<file path="config.mk">
export PLATFORM = sky130hd
export DESIGN_NAME = mips_multicycle_ctrl_flat
export DESIGN_NICKNAME = d
export VERILOG_FILES = /design/src/rtl/mips_ctrl_pkg.sv /design/src/rtl/mips_multicycle_ctrl_if.sv /design/src/rtl/mips_ctrl_out_decode.sv /design/src/rtl/mips_multicycle_ctrl.sv /design/src/flat_wrapper.sv
export SDC_FILE = /design/constraint.sdc
export NUM_CORES = 1
export LEC_CHECK = 0
export CORE_MARGIN = 2
export CORE_UTILIZATION = 61
export CTS_BUF_LIST = sky130_fd_sc_hd__clkbuf_16
export CTS_CLUSTER_SIZE = 28
export DETAILED_ROUTE_END_ITERATION = 10
export DONT_BUFFER_PORTS = 1
export PLACE_DENSITY = 0.79
export SLEW_MARGIN = 0
export SYNTH_ARGS = -nofsm -noshare
export SYNTH_HDL_FRONTEND = slang
export SYNTH_HIERARCHICAL = 1
export SYNTH_SLANG_ARGS = --single-unit
export TNS_END_PERCENT = 30
</file>
<file path="constraint.sdc">
create_clock -name clk -period 2 [get_ports clk]
set_clock_uncertainty 0.15 [all_clocks]
set_input_delay 0.3 -clock clk [delete_from_list [all_inputs] [get_ports clk]]
set_output_delay 0.3 -clock clk [all_outputs]
set_load 0.02 [all_outputs]
</file>
<file path="src/rtl/mips_ctrl_pkg.sv">
// Shared definitions for the MIPS multi-cycle main control FSM and ALU decoder.
// Optional feature macro: MIPS_CTRL_ADDI_EN (adds the ADDIEXEC/ADDIWB states).
package mips_ctrl_pkg;

    typedef enum logic [3:0] {
        S_FETCH    = 4'd0,
        S_DECODE   = 4'd1,
        S_MEMADR   = 4'd2,
        S_MEMRD    = 4'd3,
        S_MEMWR    = 4'd4,
        S_MEMWB    = 4'd5,
        S_EXECUTE  = 4'd6,
        S_ALUWB    = 4'd7,
        S_BRANCH   = 4'd8,
        S_JUMP     = 4'd9
`ifdef MIPS_CTRL_ADDI_EN
        ,
        S_ADDIEXEC = 4'd10,
        S_ADDIWB   = 4'd11
`endif
    } state_t;

    localparam logic [5:0] OP_RTYPE = 6'b000000;
    localparam logic [5:0] OP_LW    = 6'b100011;
    localparam logic [5:0] OP_SW    = 6'b101011;
    localparam logic [5:0] OP_BEQ   = 6'b000100;
    localparam logic [5:0] OP_ADDI  = 6'b001000;
    localparam logic [5:0] OP_J     = 6'b000010;

    localparam logic [1:0] ALUOP_ADD   = 2'b00;
    localparam logic [1:0] ALUOP_SUB   = 2'b01;
    localparam logic [1:0] ALUOP_FUNCT = 2'b10;

    localparam logic [1:0] SRCB_REG    = 2'b00;
    localparam logic [1:0] SRCB_FOUR   = 2'b01;
    localparam logic [1:0] SRCB_IMM    = 2'b10;
    localparam logic [1:0] SRCB_IMM_SH = 2'b11;

    localparam logic [1:0] PCSRC_ALU    = 2'b00;
    localparam logic [1:0] PCSRC_ALUOUT = 2'b01;
    localparam logic [1:0] PCSRC_JUMP   = 2'b10;

    // Full datapath control word produced from the current state.
    typedef struct packed {
        logic [1:0] alu_op;
        logic       alu_src_a;
        logic [1:0] alu_src_b;
        logic [1:0] pc_src;
        logic       iord;
        logic       mem_read;
        logic       mem_write;
        logic       ir_write;
        logic       pc_write;
        logic       branch;
        logic       reg_write;
        logic       reg_dst;
        logic       mem_to_reg;
    } ctrl_t;

endpackage

</file>
<file path="src/rtl/mips_multicycle_ctrl_if.sv">
// Bus between the main control FSM (master) and the datapath (slave).
interface mips_multicycle_ctrl_if;
    logic [5:0] op;
    logic       mem_ready;
    logic [1:0] ALUOp;
    logic       ALUSrcA;
    logic [1:0] ALUSrcB;
    logic [1:0] PCSrc;
    logic       IorD;
    logic       MemRead;
    logic       MemWrite;
    logic       IRWrite;
    logic       PCWrite;
    logic       Branch;
    logic       RegWrite;
    logic       RegDst;
    logic       MemtoReg;
    logic       instr_done;
    logic       illegal_op;

    modport master (
        input  op, mem_ready,
        output ALUOp, ALUSrcA, ALUSrcB, PCSrc, IorD, MemRead, MemWrite,
               IRWrite, PCWrite, Branch, RegWrite, RegDst, MemtoReg,
               instr_done, illegal_op
    );

    modport slave (
        output op, mem_ready,
        input  ALUOp, ALUSrcA, ALUSrcB, PCSrc, IorD, MemRead, MemWrite,
               IRWrite, PCWrite, Branch, RegWrite, RegDst, MemtoReg,
               instr_done, illegal_op
    );
endinterface

</file>
<file path="src/rtl/mips_ctrl_out_decode.sv">
// Moore map from FSM state to the raw control word (before run/mem_ready gating).
// Optional feature macro: MIPS_CTRL_ADDI_EN.
module mips_ctrl_out_decode
    import mips_ctrl_pkg::*;
(
    input  state_t i_state,
    output ctrl_t  o_ctrl
);

    // Per-state control word; anything not set stays 0.
    always_comb begin
        o_ctrl = '0;
        case (i_state)
            S_FETCH: begin
                o_ctrl.mem_read  = 1'b1;
                o_ctrl.alu_src_b = SRCB_FOUR;
                o_ctrl.alu_op    = ALUOP_ADD;
                o_ctrl.pc_src    = PCSRC_ALU;
                o_ctrl.ir_write  = 1'b1;
                o_ctrl.pc_write  = 1'b1;
            end
            S_DECODE: begin
                o_ctrl.alu_src_b = SRCB_IMM_SH;
                o_ctrl.alu_op    = ALUOP_ADD;
            end
`ifdef MIPS_CTRL_ADDI_EN
            S_MEMADR, S_ADDIEXEC: begin
`else
            S_MEMADR: begin
`endif
                o_ctrl.alu_src_a = 1'b1;
                o_ctrl.alu_src_b = SRCB_IMM;
                o_ctrl.alu_op    = ALUOP_ADD;
            end
            S_MEMRD: begin
                o_ctrl.mem_read = 1'b1;
                o_ctrl.iord     = 1'b1;
            end
            S_MEMWR: begin
                o_ctrl.mem_write = 1'b1;
                o_ctrl.iord      = 1'b1;
            end
            S_MEMWB: begin
                o_ctrl.reg_write  = 1'b1;
                o_ctrl.mem_to_reg = 1'b1;
            end
            S_EXECUTE: begin
                o_ctrl.alu_src_a = 1'b1;
                o_ctrl.alu_src_b = SRCB_REG;
                o_ctrl.alu_op    = ALUOP_FUNCT;
            end
            S_ALUWB: begin
                o_ctrl.reg_write = 1'b1;
                o_ctrl.reg_dst   = 1'b1;
            end
`ifdef MIPS_CTRL_ADDI_EN
            S_ADDIWB: begin
                o_ctrl.reg_write = 1'b1;
            end
`endif
            S_BRANCH: begin
                o_ctrl.alu_src_a = 1'b1;
                o_ctrl.alu_src_b = SRCB_REG;
                o_ctrl.alu_op    = ALUOP_SUB;
                o_ctrl.pc_src    = PCSRC_ALUOUT;
                o_ctrl.branch    = 1'b1;
            end
            S_JUMP: begin
                o_ctrl.pc_src   = PCSRC_JUMP;
                o_ctrl.pc_write = 1'b1;
            end
            default: o_ctrl = '0;
        endcase
    end

endmodule

</file>
<file path="src/rtl/mips_multicycle_ctrl.sv">
// MIPS multi-cycle main control FSM: state register, next-state logic, run flop
// and mem_ready qualification of the fetch-stage write enables.
// Optional feature macro: MIPS_CTRL_ADDI_EN (ADDI support; otherwise ADDI is illegal).
module mips_multicycle_ctrl
    import mips_ctrl_pkg::*;
(
    input logic                     clk,
    input logic                     rst_n,
    mips_multicycle_ctrl_if.master  io_bus
);

    state_t r_state;
    state_t w_next;
    logic   r_run;
    logic   r_is_sw;
    logic   w_illegal;
    ctrl_t  w_dec;
    ctrl_t  w_ctrl;

    // State register; run holds the FSM idle (and outputs low) for one cycle after reset.
    always_ff @(posedge clk or negedge rst_n) begin
        if (!rst_n) begin
            r_state <= S_FETCH;
            r_run   <= 1'b0;
            r_is_sw <= 1'b0;
        end else begin
            r_state <= w_next;
            r_run   <= 1'b1;
            if (r_run && r_state == S_DECODE)
                r_is_sw <= (io_bus.op == OP_SW);
        end
    end

    // Next-state decode; op is only looked at in DECODE (MEMADR uses the latched SW flag).
    always_comb begin
        w_next    = r_state;
        w_illegal = 1'b0;
        if (r_run) begin
            case (r_state)
                S_FETCH:  if (io_bus.mem_ready) w_next = S_DECODE;
                S_DECODE: begin
                    case (io_bus.op)
                        OP_LW, OP_SW: w_next = S_MEMADR;
                        OP_RTYPE:     w_next = S_EXECUTE;
                        OP_BEQ:       w_next = S_BRANCH;
`ifdef MIPS_CTRL_ADDI_EN
                        OP_ADDI:      w_next = S_ADDIEXEC;
`endif
                        OP_J:         w_next = S_JUMP;
                        default: begin
                            w_next    = S_FETCH;
                            w_illegal = 1'b1;
                        end
                    endcase
                end
                S_MEMADR:   w_next = r_is_sw ? S_MEMWR : S_MEMRD;
                S_MEMRD:    if (io_bus.mem_ready) w_next = S_MEMWB;
                S_MEMWR:    if (io_bus.mem_ready) w_next = S_FETCH;
                S_EXECUTE:  w_next = S_ALUWB;
`ifdef MIPS_CTRL_ADDI_EN
                S_ADDIEXEC: w_next = S_ADDIWB;
`endif
                default:    w_next = S_FETCH;
            endcase
        end
    end

    mips_ctrl_out_decode u_out_decode (
        .i_state (r_state),
        .o_ctrl  (w_dec)
    );

    // Output qualification: fetch writes wait for memory, everything is silent until run.
    always_comb begin
        w_ctrl = w_dec;
        if (r_state == S_FETCH) begin
            w_ctrl.ir_write = w_dec.ir_write & io_bus.mem_ready;
            w_ctrl.pc_write = w_dec.pc_write & io_bus.mem_ready;
        end
        if (!r_run)
            w_ctrl = '0;
    end

    assign io_bus.ALUOp      = w_ctrl.alu_op;
    assign io_bus.ALUSrcA    = w_ctrl.alu_src_a;
    assign io_bus.ALUSrcB    = w_ctrl.alu_src_b;
    assign io_bus.PCSrc      = w_ctrl.pc_src;
    assign io_bus.IorD       = w_ctrl.iord;
    assign io_bus.MemRead    = w_ctrl.mem_read;
    assign io_bus.MemWrite   = w_ctrl.mem_write;
    assign io_bus.IRWrite    = w_ctrl.ir_write;
    assign io_bus.PCWrite    = w_ctrl.pc_write;
    assign io_bus.Branch     = w_ctrl.branch;
    assign io_bus.RegWrite   = w_ctrl.reg_write;
    assign io_bus.RegDst     = w_ctrl.reg_dst;
    assign io_bus.MemtoReg   = w_ctrl.mem_to_reg;
    assign io_bus.instr_done = r_run & (w_next == S_FETCH) & (r_state != S_FETCH);
    assign io_bus.illegal_op = r_run & w_illegal;

endmodule

</file>
<file path="src/flat_wrapper.sv">
// flat-port wrapper written by rule: the top's interface ports become plain ports
module mips_multicycle_ctrl_flat import mips_ctrl_pkg::*;
  (clk, rst_n, io_bus_op, io_bus_mem_ready, io_bus_ALUOp, io_bus_ALUSrcA, io_bus_ALUSrcB, io_bus_PCSrc, io_bus_IorD, io_bus_MemRead, io_bus_MemWrite, io_bus_IRWrite, io_bus_PCWrite, io_bus_Branch, io_bus_RegWrite, io_bus_RegDst, io_bus_MemtoReg, io_bus_instr_done, io_bus_illegal_op);
  mips_multicycle_ctrl_if io_bus_i ();
  input logic clk;
  input logic rst_n;
  input wire logic [$bits(io_bus_i.op)-1:0] io_bus_op;
  input wire logic [$bits(io_bus_i.mem_ready)-1:0] io_bus_mem_ready;
  output wire logic [$bits(io_bus_i.ALUOp)-1:0] io_bus_ALUOp;
  output wire logic [$bits(io_bus_i.ALUSrcA)-1:0] io_bus_ALUSrcA;
  output wire logic [$bits(io_bus_i.ALUSrcB)-1:0] io_bus_ALUSrcB;
  output wire logic [$bits(io_bus_i.PCSrc)-1:0] io_bus_PCSrc;
  output wire logic [$bits(io_bus_i.IorD)-1:0] io_bus_IorD;
  output wire logic [$bits(io_bus_i.MemRead)-1:0] io_bus_MemRead;
  output wire logic [$bits(io_bus_i.MemWrite)-1:0] io_bus_MemWrite;
  output wire logic [$bits(io_bus_i.IRWrite)-1:0] io_bus_IRWrite;
  output wire logic [$bits(io_bus_i.PCWrite)-1:0] io_bus_PCWrite;
  output wire logic [$bits(io_bus_i.Branch)-1:0] io_bus_Branch;
  output wire logic [$bits(io_bus_i.RegWrite)-1:0] io_bus_RegWrite;
  output wire logic [$bits(io_bus_i.RegDst)-1:0] io_bus_RegDst;
  output wire logic [$bits(io_bus_i.MemtoReg)-1:0] io_bus_MemtoReg;
  output wire logic [$bits(io_bus_i.instr_done)-1:0] io_bus_instr_done;
  output wire logic [$bits(io_bus_i.illegal_op)-1:0] io_bus_illegal_op;
  assign io_bus_i.op = io_bus_op;
  assign io_bus_i.mem_ready = io_bus_mem_ready;
  assign io_bus_ALUOp = io_bus_i.ALUOp;
  assign io_bus_ALUSrcA = io_bus_i.ALUSrcA;
  assign io_bus_ALUSrcB = io_bus_i.ALUSrcB;
  assign io_bus_PCSrc = io_bus_i.PCSrc;
  assign io_bus_IorD = io_bus_i.IorD;
  assign io_bus_MemRead = io_bus_i.MemRead;
  assign io_bus_MemWrite = io_bus_i.MemWrite;
  assign io_bus_IRWrite = io_bus_i.IRWrite;
  assign io_bus_PCWrite = io_bus_i.PCWrite;
  assign io_bus_Branch = io_bus_i.Branch;
  assign io_bus_RegWrite = io_bus_i.RegWrite;
  assign io_bus_RegDst = io_bus_i.RegDst;
  assign io_bus_MemtoReg = io_bus_i.MemtoReg;
  assign io_bus_instr_done = io_bus_i.instr_done;
  assign io_bus_illegal_op = io_bus_i.illegal_op;
  mips_multicycle_ctrl u_core (.clk(clk), .rst_n(rst_n), .io_bus(io_bus_i));
endmodule
</file>
==> results of run 1 <==
==> worst max-delay path, stage by stage (launching register included) <==
cell	delay, ps
dfrtp_1	400
or4b_4	550
o31ai_2	80
nand2_1	80
nand4_1	100
nor4_2	50
buf_4	170
==> final cells by class <==
| cell class | count | area [um2] |
|---|---|---|
| Tap cell | 15 | 18.8 |
| Fill cell | 85 | 268 |
| Timing Repair Buffer | 17 | 138 |
| Multi-Input combinational cell | 79 | 614 |
| Clock buffer | 3 | 75.1 |
| Sequential cell | 6 | 153 |
| Inverter | 5 | 18.8 |
==> worst paths after layout <==
check / from / end / depth (start not counted)
min in group asynchronous: rst_n / u_core/r_is_sw / 1
setup / recovery: u_core/r_state[3] / io_bus_instr_done / 6
hold / removal: io_bus_op[3] / u_core/r_is_sw / 2
hold reg to reg: u_core/r_is_sw / u_core/r_is_sw / 2
max in group asynchronous: rst_n / u_core/r_state[0] / 1
setup reg to reg: u_core/r_state[3] / u_core/r_state[1] / 4
==> power breakdown <==
group	leakage (nW)	switching, mW	internal (mW)
clock	0.0370	0.0598	0.256
combinational	0.347	0.156	0.143
sequential	0.0770	0.0209	0.133
==> synthesized netlist by cell type, drive strengths merged (2+ instances only) <==
cell   number  area, um2
nor3        6       35.0
buf         8       91.3
o21ai       6       33.8
nor2b       2       12.5
nor2       10       42.5
nand3       2       15.0
dfrtp       6        150
xnor2       2       25.0
and2       16        100
nor4        3       31.3
inv         5       18.8
nor3b       2       20.0
nor4b       2       38.8
nand4       3       18.8
nand2       6       22.5
a21oi       2       10.0
==> routing by layer <==
layer / part of all wire, % / global-route usage [%]
met4: 1.7 / 9.17
met2: 52 / 46.5
met5: 0 / 0
met3: 5.2 / 5.43
met1: 41 / 28.6
==> logic make-up (layout without fill, tap and decap cells) <==
group                     Yosys count  in the layout
other                               1              1
xor gates and xnor gates            3              3
DFF                                 6              6
buffers and inverters              14             25
AOI/OAI and AO/OA                  15             15
and+or+nand+nor                    60             60
==> what timing repair did <==
item | 4_1_cts | 5_1_grt
hold buffers | 1 | 0
hold endpoints to repair | 6 | 0
resized for setup | 6 | 13
setup endpoints to repair | 8 | 5
pin swaps | 5 | 4
setup buffers | 5 | 2
==> sequential cells by signal, indices dropped and copies added, names as in the netlist <==
| register | count |
|---|---|
| u_core/r_is_sw | 1 |
| u_core/r_run | 1 |
| u_core/r_state | 4 |
==> flow_summary_export.csv, run 1 <==
group,metric,value,unit
logic_synthesis,ys_seq_area_share,18.1,%
sta,fmax,474,MHz
logic_synthesis,synth_top_flop_cell,"dfrtp_1",
worst_setup_path,critPathCaptureType,"output pin",
pwr,total_power,769,uW
cells_and_area,nets,121,
floorplanning,coreArea,1280,um2
sta,holdWs,100,ps
placement,hpwl,1240,um
sta,finalSetupTns,-114,ps
cells_and_area,drive_gt1_share,42.7,%
floorplanning,initial_core_util,64.6,%
route,drtIter0Drc,9,
logic_synthesis,syn_area_per_cell,8.38,um2
cells_and_area,final_common_cell,"buf_4",
grt,grt_pass1_wl,2900,um
logic_synthesis,synthArstFlopShare,100,%
sta,rsz0062_at_grt,"true",
logic_synthesis,synth_top_family_by_area,"simple AND/OR/NAND/NOR gates",
floorplanning,fp.dieArea,1670,um2
placement,place.gp.congestion,0.926,
logic_synthesis,synthMuxAreaShare,0,%
pwr,cellLeakagePower,0.461,nW
grt,antenna_found_initial,0,
floorplanning,pin_count,27,
placement,postPlaceCellArea,821,um2
clocking,clkLatencyLatePin,220,ps
clocking,cts-root-buf,"clkbuf_16",
placement,post-place-ws,120,ps
worst_setup_path,start_kind,"register",
logic_synthesis,ys_ff_latch,6,
route,via_per_inst,5.87,
grt,grt.overflow.total,0,
route,route.detailed.drc,0,
clocking,clock_sinks,6,
sta,final.setup.worst_slack,-111,ps
worst_setup_path,critPathMaxFanout,4,
grt,grt_pass1_vias,708,
route,num_vias,734,
clocking,cts_max_level,1,
clocking,cts_tree,"yes",
worst_setup_path,crit_arrival,1660,ps
clocking,path_clk_slew,30,ps
cells_and_area,final_cell_area,1020,um2
logic_synthesis,synth_cell_types,46,
logic_synthesis,synth_edf_count,0,
logic_synthesis,syn_area,830,um2
pwr,powerDensity,756,nW/um2
worst_setup_path,rrSetupSlack,500,ps
logic_synthesis,postSynthNetCount,108,
route,wl,1790,um
min_path,hold_path.class,"in -> reg",
route,drtPass1Iterations,4,
clocking,cts_inserted_buffers,3,
sta,finalCriticalPeriod,2110,ps
logic_synthesis,yosys.area_share.simple,50.2,%
placement,dp_cells,114,
cells_and_area,finalNonFillerCells,125,
clocking,clockBufferDepth,2,
placement,io_buffers,0,
grt,grt_max_degree,16,
sta,final_max_slew_viol_count,0,
status,violations,"setup timing",
cells_and_area,area_delta_synth_final,22.6,%
logic_synthesis,yosysWarnings,6,
worst_setup_path,worstPathRequired,1550,ps
floorplanning,die_x,40.9,um
cells_and_area,final_cell_mix,"buf_4 (14), and2_1 (9), nor2_1 (8)",
route,wire_per_inst,14.3,um
status,status,"finished with violations",
sta,setup_viol,2,
cells_and_area,antenna_cells,0,
worst_setup_path,worstSetupPathType,"reg -> out",
floorplanning,die_h,40.9,um
sta,hold_viol,0,
logic_synthesis,synth_cells,99,
sta,period_share,106,%
grt,grtUsageTotal,25.5,%
pwr,ir_worst_vdd,0.732,mV
logic_synthesis,synthXorXnorAreaFrac,4.07,%
logic_synthesis,synth_fa_ha_area_share,0,%
flow_run,maxCapViolCount,0,
route,postRouteAntennaNets,0,
floorplanning,num_rows,13,
cells_and_area,final_util,79.2,%
logic_synthesis,synth_compound_area_share,13.4,%
(Power assumes the default switching activity.)
==> inputs of run 2 (changes only) <==
Settings changed: PLACE_DENSITY 0.79 to 0.77, SKIP_CTS_REPAIR_TIMING set to 1, SLEW_MARGIN 0 to unset.
==> run 2 against run 1 <==
The run still ends with setup timing left. Largest cell class unchanged. Setup slack worse by 41 ps. Critical endpoint unchanged. Clock-buffer cell count unchanged. Worst hold slack got worse by 33 ps.
==> flow_summary_export.csv, run 2 (same netlist as run 1, synthesis figures left out) <==
group,metric,value,unit
pwr,ir_worst_vdd,0.731,mV
cells_and_area,final_util,78.7,%
grt,grt_pass1_wl,2530,um
worst_setup_path,crit_buf_inv,1,
grt,antenna_found_initial,0,
floorplanning,initial_core_util,64.6,%
worst_setup_path,crit_arrival,1700,ps
clocking,cts_max_level,1,
worst_setup_path,critPathMaxFanout,5,
floorplanning,fp.dieArea,1670,um2
route,wl,1750,um
min_path,hold_path.class,"in -> reg",
floorplanning,pin_count,27,
cells_and_area,largestRegisters,"u_core/r_state: 4 flops, u_core/r_is_sw: 1 flops, u_core/r_run: 1 flops",
worst_setup_path,worstSetupPathType,"reg -> out",
cells_and_area,fillers,86,
clocking,clockBufferDepth,2,
clocking,cts-root-buf,"clkbuf_16",
route,postRouteAntennaNets,0,
placement,io_buffers,0,
route,drtIter0Drc,7,
cells_and_area,seq_area,155,um2
pwr,p_comb_share,38.6,%
cells_and_area,final_common_cell,"buf_4",
pwr,pwr-share-clk,41.5,%
sta,rsz0062_at_grt,"true",
placement,dp_cells,115,
sta,period_share,108,%
grt,grtUsageTotal,22.8,%
placement,place.gp.congestion,0.865,
sta,final_max_slew_viol_count,0,
grt,grt_pass1_vias,620,
cells_and_area,nets,120,
sta,final.setup.worst_slack,-152,ps
flow_run,maxCapViolCount,0,
status,violations,"setup timing",
grt,grt_max_degree,16,
sta,finalCriticalPeriod,2150,ps
pwr,p_switching,241,uW
cells_and_area,drive_gt1_share,47.7,%
worst_setup_path,worstPathRequired,1550,ps
pwr,total_power,764,uW
clocking,clock_sinks,6,
pwr,p_seq_share,19.9,%
sta,finalSetupTns,-474,ps
floorplanning,die_x,40.9,um
route,route.detailed.drc,0,
sta,fmax,465,MHz
pwr,p_int,523,uW
pwr,powerDensity,756,nW/um2
placement,hpwl,1240,um
route,via_per_inst,5.77,
worst_setup_path,start_kind,"register",
floorplanning,die_h,40.9,um
route,wire_per_inst,14.1,um
worst_setup_path,critPathSlowestCell,"or4b_4",
clocking,clkLatencyLatePin,220,ps
sta,holdWs,67.4,ps
route,num_vias,716,
cells_and_area,area_delta_synth_final,21.9,%
cells_and_area,final_cell_area,1010,um2
cells_and_area,multiInputGateArea,617,um2
pwr,switching_share,31.6,%
grt,grt.overflow.total,0,
sta,hold_viol,0,
cells_and_area,finalNonFillerCells,124,
cells_and_area,largest_reg_flops,4,
cells_and_area,top_register,"u_core/r_state",
floorplanning,num_rows,13,
floorplanning,coreArea,1280,um2
status,status,"finished with violations",
worst_setup_path,critPathCaptureType,"output pin",
worst_setup_path,cpPeakStageDelay,540,ps
sta,setup_viol,5,
worst_setup_path,crit_chain,"or4b_4, o31ai_4, nand2_1, nand4_1, nor4_2, buf_4",
clocking,cts_inserted_buffers,3,
worst_setup_path,critPathTopFamily,"simple AND/OR/NAND/NOR gates",
route,drtPass1Iterations,4,
placement,post-place-ws,90.7,ps
cells_and_area,antenna_cells,0,
pwr,cellLeakagePower,0.455,nW
placement,postPlaceCellArea,828,um2
cells_and_area,final_cell_mix,"buf_4 (14), and2_1 (7), nor2_1 (7)",
clocking,cts_tree,"yes",
clocking,path_clk_slew,30,ps
-- run 2: cell type report --
cell class / instances / area share [%]
tap: 15 / 1.86
multi-input combinational: 79 / 61.0
clock buffer: 3 / 7.43
sequential: 6 / 15.3
timing repair buffer: 16 / 12.5
inverter: 5 / 1.86
-- run 2: final timing paths --
path / from / to / slack, ps / cells after the start
setup / recovery: u_core/r_state[3] / io_bus_instr_done / -150 / 6
min in group asynchronous: rst_n / u_core/r_run / 240 / 1
hold reg to reg: u_core/r_is_sw / u_core/r_is_sw / 400 / 2
max in group asynchronous: rst_n / u_core/r_state[1] / 1220 / 1
hold / removal: io_bus_op[3] / u_core/r_is_sw / 70 / 2
setup reg to reg: u_core/r_state[3] / u_core/r_state[2] / 460 / 6
-- run 2: worst reg2reg max path: cells and delay by family, from the launching register on --
kind                   cells  cell delay (ps)
buffers and inverters      2              320
AO/OA/AOI/OAI              3              490
flip-flops                 1              430
AND/OR/NAND/NOR            1               90
-- run 2: power by group through the flow --
stage / registers, mW / clock network [mW] / logic, mW
after CTS: 0.151 / 0.322 / 0.240
after global placement: 0.151 / 0 / 0.232
after global routing: 0.154 / 0.329 / 0.317
after detailed placement: 0.152 / 0 / 0.238
final: 0.152 / 0.317 / 0.295
after floorplan: 0.146 / 0 / 0.228
-- run 2: per-layer routing --
layer / part of all wire, % / vias to the layer above / routed length (um) / global-route usage, %
met5: 0 / - / 0 / 0
met4: 0.29 / 0 / 5 / 9.17
met3: 3.1 / 2 / 54 / 3.80
met2: 53 / 16 / 933 / 40.6
met1: 43 / 337 / 758 / 26.4
li1: - / 361 / - / -
